[src/rtl/branch_predict_unit.sv]
// Execute-stage conditional branch resolver with a PC-indexed table of saturating
// counters that gives fetch a taken/not-taken prediction, plus saturating statistics.
module branch_predict_unit #(
    parameter int unsigned XLEN        = 32,
    parameter int unsigned BHT_ENTRIES = 64,
    parameter int unsigned CTR_BITS    = 2,
    parameter int unsigned STAT_W      = 32
) (
    input  logic              clk,
    input  logic              rst_n,
    input  logic [XLEN-1:0]   if_pc,
    output logic              if_pred_taken,
    input  logic              ex_valid,
    input  logic [XLEN-1:0]   ex_pc,
    input  logic [1:0]        ex_pcsrc_in,
    input  logic [2:0]        ex_funct3,
    input  logic              ex_br_eq,
    input  logic              ex_br_lt,
    input  logic              ex_br_ltu,
    input  logic              ex_pred_taken,
    output logic [1:0]        pcsrc,
    output logic              br_taken,
    output logic              mispredict,
    input  logic              stat_clr,
    output logic [STAT_W-1:0] stat_branches,
    output logic [STAT_W-1:0] stat_mispredicts
);

    localparam int unsigned IdxW = $clog2(BHT_ENTRIES);
    localparam logic [CTR_BITS-1:0] CtrMax  = {CTR_BITS{1'b1}};
    localparam logic [CTR_BITS-1:0] CtrInit = CTR_BITS'((1 << (CTR_BITS - 1)) - 1);

    logic [CTR_BITS-1:0] bht_q [BHT_ENTRIES];
    logic [IdxW-1:0]     if_idx;
    logic [IdxW-1:0]     ex_idx;
    logic [CTR_BITS-1:0] ctr_cur;
    logic [CTR_BITS-1:0] ctr_d;
    logic                cond;
    logic                f3_legal;
    logic                is_br;
    logic [STAT_W-1:0]   stat_branches_q;
    logic [STAT_W-1:0]   stat_mispredicts_q;

    // PC bits outside the index field are intentionally ignored (no tags).
    logic unused_pc_bits;
    assign unused_pc_bits = ^{if_pc[XLEN-1:IdxW+2], if_pc[1:0],
                              ex_pc[XLEN-1:IdxW+2], ex_pc[1:0]};

    assign if_idx = if_pc[IdxW+1:2];
    assign ex_idx = ex_pc[IdxW+1:2];

    always_comb begin
        cond     = 1'b0;
        f3_legal = 1'b1;
        unique case (ex_funct3)
            3'b000:  cond = ex_br_eq;
            3'b001:  cond = ~ex_br_eq;
            3'b100:  cond = ex_br_lt;
            3'b101:  cond = ~ex_br_lt;
            3'b110:  cond = ex_br_ltu;
            3'b111:  cond = ~ex_br_ltu;
            default: f3_legal = 1'b0;
        endcase
    end

    assign is_br = ex_valid & (ex_pcsrc_in == 2'b01) & f3_legal;

    always_comb begin
        pcsrc    = ex_pcsrc_in;
        br_taken = 1'b0;
        if (ex_valid && ex_pcsrc_in == 2'b01) begin
            pcsrc    = (is_br && cond) ? 2'b01 : 2'b00;
            br_taken = is_br & cond;
        end
    end

    assign mispredict = is_br & (cond != ex_pred_taken);

    assign ctr_cur = bht_q[ex_idx];

    always_comb begin
        ctr_d = ctr_cur;
        if (cond) begin
            if (ctr_cur != CtrMax) ctr_d = ctr_cur + CTR_BITS'(1);
        end else begin
            if (ctr_cur != '0) ctr_d = ctr_cur - CTR_BITS'(1);
        end
    end

    always_ff @(posedge clk or negedge rst_n) begin
        if (!rst_n) begin
            for (int i = 0; i < int'(BHT_ENTRIES); i++) begin
                bht_q[i] <= CtrInit;
            end
        end else if (is_br) begin
            bht_q[ex_idx] <= ctr_d;
        end
    end

    // Read straight from the table: a same-cycle update is not bypassed.
    assign if_pred_taken = bht_q[if_idx][CTR_BITS-1];

    always_ff @(posedge clk or negedge rst_n) begin
        if (!rst_n) begin
            stat_branches_q    <= '0;
            stat_mispredicts_q <= '0;
        end else if (stat_clr) begin
            stat_branches_q    <= '0;
            stat_mispredicts_q <= '0;
        end else begin
            if (is_br && stat_branches_q != '1) begin
                stat_branches_q <= stat_branches_q + STAT_W'(1);
            end
            if (mispredict && stat_mispredicts_q != '1) begin
                stat_mispredicts_q <= stat_mispredicts_q + STAT_W'(1);
            end
        end
    end

    assign stat_branches    = stat_branches_q;
    assign stat_mispredicts = stat_mispredicts_q;

endmodule

[config.mk]
export PLATFORM = sky130hd
export DESIGN_NAME = branch_predict_unit
export DESIGN_NICKNAME = d
export VERILOG_FILES = /design/src/rtl/branch_predict_unit.sv
export SDC_FILE = /design/constraint.sdc
export NUM_CORES = 1
export LEC_CHECK = 0
export CORE_ASPECT_RATIO = 0.5
export CORE_MARGIN = 3
export CORE_UTILIZATION = 36
export CTS_BUF_LIST = sky130_fd_sc_hd__clkbuf_4 sky130_fd_sc_hd__clkbuf_8 sky130_fd_sc_hd__clkbuf_16
export CTS_CLUSTER_DIAMETER = 30
export DETAILED_ROUTE_END_ITERATION = 12
export PLACE_DENSITY_LB_ADDON = 0.3
export SYNTH_ARGS = -nofsm -noshare
export SYNTH_HDL_FRONTEND = slang
export SYNTH_SLANG_ARGS = --single-unit
[constraint.sdc]
create_clock -name clk -period 5.49 [get_ports clk]
set_input_delay 0.8235 -clock clk [delete_from_list [all_inputs] [get_ports clk]]
set_output_delay 0.8235 -clock clk [all_outputs]
set_load 0.01 [all_outputs]
==> results.py <==
metrics = {
    "status": {
        "outcome": "finished clean",
    },
    "hold_path": {
        "hold_path_class": "in2async",
    },
    "sta": {
        "final_max_slew_viol_count": 0,
        "slew_headroom_pct": 23.5,
        "skew_ns": 0.0119,
        "hold_ws_ns": 0.493,
        "period_share_pct": 82.6,
        "finalHoldViolCount": 0,
        "rsz0062_at_grt": "no",
        "min_period_ns": 4.53,
        "setup_viol": 0,
        "tightest_slew_ns": 1.15,
        "max_freq_mhz": 221,
        "fin_tns_setup_ns": 0,
    },
    "finish": {
        "regArea_um2": 4880,
        "final_cell_mix": "188 x nor2_1, 128 x dfrtp_1, 90 x clkdlybuf4s50_1",
        "nFillCells": 2808,
        "final_common_cell": "nor2_1",
        "multiInputGateArea_um2": 5520,
        "final_nets": 1284,
        "syn_to_final_growth_pct": 16.4,
        "diodes": 0,
        "drive_gt1_share_pct": 14.8,
    },
    "run": {
        "drv_cap": 0,
    },
    "critical_path": {
        "cp.required_ns": 4.67,
        "crit_chain": "clkdlybuf4s50_1, buf_4, mux4_2, mux4_2, mux4_2, clkdlybuf4s50_1",
        "crit_fanout": 16,
        "cp-start-kind": "input port",
        "cpPeakStageDelay_ns": 0.60,
        "path_buf_inv": 3,
        "crit_top_cell": "mux4_2",
        "cp_slowest_cell": "mux4_2",
        "setup.worst_path.class": "in2out",
        "arrival_ns": 3.71,
        "critPathTopFamily": "multiplexers",
        "end_kind": "output pin",
    },
    "floorplanning": {
        "start_util_pct": 37.1,
        "die-area_um2": 32500,
        "rows": 44,
        "fp.coreArea_um2": 29300,
        "die-height_um": 129,
        "io_pins": 146,
        "die_w_um": 252,
    },
    "global_routing": {
        "grt_pass1_wl_um": 53200,
        "first_global_vias": 9424,
        "grtUsageTotal_pct": 20.7,
        "grt_overflow": 0,
        "grt_max_degree": 117,
        "antenna_found_initial": 0,
    },
    "power_and_ir_drop": {
        "internal-power_uw": 2210,
        "p_leak_uw": 0.00488,
        "switching_share_pct": 28.0,
        "powerDensity_nw_per_um2": 242,
        "p_seq_share_pct": 48.7,
        "p_sw_uw": 860,
        "p_comb_share_pct": 10.6,
        "power.total_uw": 3070,
        "ir_worst_vdd_mv": 0.212,
        "p_clk_share_pct": 40.7,
    },
    "synth": {
        "ys_seq_elements": 192,
        "netlist_instances": 1166,
        "avgSynthCellArea_um2": 9.33,
        "syn_nets": 1245,
        "yosys_warnings": 0,
        "synthArstFlopShare_pct": 100,
        "synth-edff-count": 0,
        "synth_top_flop_cell": "dfrtp_1",
        "syn_area_um2": 10900,
        "ys_seq_area_share_pct": 44.9,
        "yosysUniqueCellTypes": 60,
    },
    "placement": {
        "place.detailed.hpwl_um": 21500,
        "portBuffers": 93,
        "place_congestion": 0.905,
    },
    "clocking": {
        "cts_tree": "yes",
        "post_cts_resized": 0,
        "cts_hold_buf": 0,
        "cts_buffers": 17,
        "clock_path_buffers": 2,
        "insertion_delay_ns": 0.45,
        "htreeDepth": 4,
        "cts.root.buffer_cell": "clkbuf_16",
        "clk_pin_slew_ns": 0.07,
        "post_cts.repair.setup_buffers": 0,
        "clock_sinks": 192,
    },
    "route": {
        "vias": 9760,
        "drtIter0Drc": 850,
        "ant_nets": 0,
        "firstDrtPassIters": 6,
        "post_drt_wl_per_cell_um": 20.8,
        "drc_errors": 0,
        "viasPerCell": 6.07,
        "wl_um": 33500,
    },
}
==> metal layers <==
| layer | part of all wire, % | vias up | global-route usage [%] |
|---|---|---|---|
| met4 | 3.8 | 0 | 8.87 |
| li1 | - | 4431 | - |
| met2 | 47 | 395 | 33.8 |
| met1 | 42 | 4841 | 27.1 |
| met5 | 0 | - | 0 |
| met3 | 6.7 | 93 | 4.10 |
==> power by group through the flow <==
| stage | Clock (µW) | Sequential (µW) | Combinational [µW] |
|---|---|---|---|
| floorplan | 0 | 1510 | 196 |
| finish | 1250 | 1490 | 326 |
| detailed placement | 0 | 1520 | 324 |
| global placement | 0 | 1520 | 318 |
| CTS | 1270 | 1490 | 324 |
| global route | 1330 | 1500 | 353 |
==> state kept, by name, summed over array words and instances (netlist names) <==
name,cells
stat_mispredicts,32
bht_q,128
stat_branches,32
==> area by class of cell <==
class                           count  share of cell area (%)
Multi-Input combinational cell    862                    43.6
Tap cell                          391                    3.87
Timing Repair Buffer              121                    9.07
Clock buffer                       17                    3.36
Sequential cell                   192                    38.6
Inverter                           11                   0.326
Clock inverter                     15                    1.18
==> path summary, 6_finish.rpt <==
check	start	to	slack, ns	cells after the start
worst max-delay path	if_pc[2]	if_pred_taken	0.96	6
worst min-delay path	rst_n	stat_branches[18]$_DFFE_PN0P_	0.49	1
worst max register to register	stat_mispredicts[6]$_DFFE_PN0P_	stat_mispredicts[18]$_DFFE_PN0P_	2.20	8
worst min register to register	bht_q[22]$_DFFE_PN1P_	bht_q[22]$_DFFE_PN1P_	0.50	2
max in group asynchronous	rst_n	bht_q[39]$_DFFE_PN0P_	3.76	2
min in group clk	bht_q[22]$_DFFE_PN1P_	bht_q[22]$_DFFE_PN1P_	0.50	2
==> Yosys cell counts, types with 2 or more instances <==
cell	n	share of area (%)
and4_1	6	0.48
nand3_1	39	1.8
xor2_1	22	1.8
nor3_1	7	0.32
o31ai_1	72	5.0
or4_1	8	0.55
a221oi_1	4	0.32
and3_1	17	0.98
dfrtp_1	128	29
o211ai_1	3	0.21
o21ai_0	86	4.0
mux4_2	24	5.0
buf_2	41	1.9
nand2_1	37	1.3
nor2b_1	11	0.63
inv_1	11	0.38
or3_1	14	0.81
and3b_1	2	0.16
a221o_1	3	0.28
a22o_1	4	0.32
nand2b_1	8	0.46
ha_1	2	0.23
xnor2_1	18	1.4
nand4_1	16	0.92
or3b_2	2	0.16
a211oi_1	3	0.21
nor4_1	6	0.35
a32oi_1	9	0.72
and2_1	5	0.29
mux2_2	19	2.0
nor4b_1	7	0.56
buf_1	10	0.35
a31oi_1	80	4.6
dfstp_2	64	15
nor3b_1	2	0.14
a21oi_1	27	1.2
o21ai_1	60	2.8
a22oi_1	12	0.83
nor2_1	188	6.5
nand3b_1	6	0.41
mux2i_1	15	1.4
mux2_1	2	0.21
clkbuf_1	49	1.7
==> cell families (layout without fill, tap and decap cells) <==
logic type                 after synthesis  count (layout)  synth area share [%]
and+or+nand+nor                        386             386                  17.2
AOI/OAI and AO/OA                      374             374                  21.5
xor gates and xnor gates                40              40                  3.22
adders and majority gates                2               2                 0.230
DFF                                    192             192                  44.9
buffers and inverters                  112             164                  4.41
muxes                                   60              60                  8.52
==> metrics by stage <==
step	setup slack [ns]	instance area, µm²	cells	utilization, %
6_report	0.957	12700	1609	43.1
2_1_floorplan	1.40	10900	1166	-
5_1_grt	0.859	12700	1609	43.1
3_3_place_gp	0.970	12100	1577	41.2
3_5_place_dp	0.961	12100	1577	41.2
4_1_cts	0.956	12700	1609	43.1
Power figures use the tool's default switching activity.
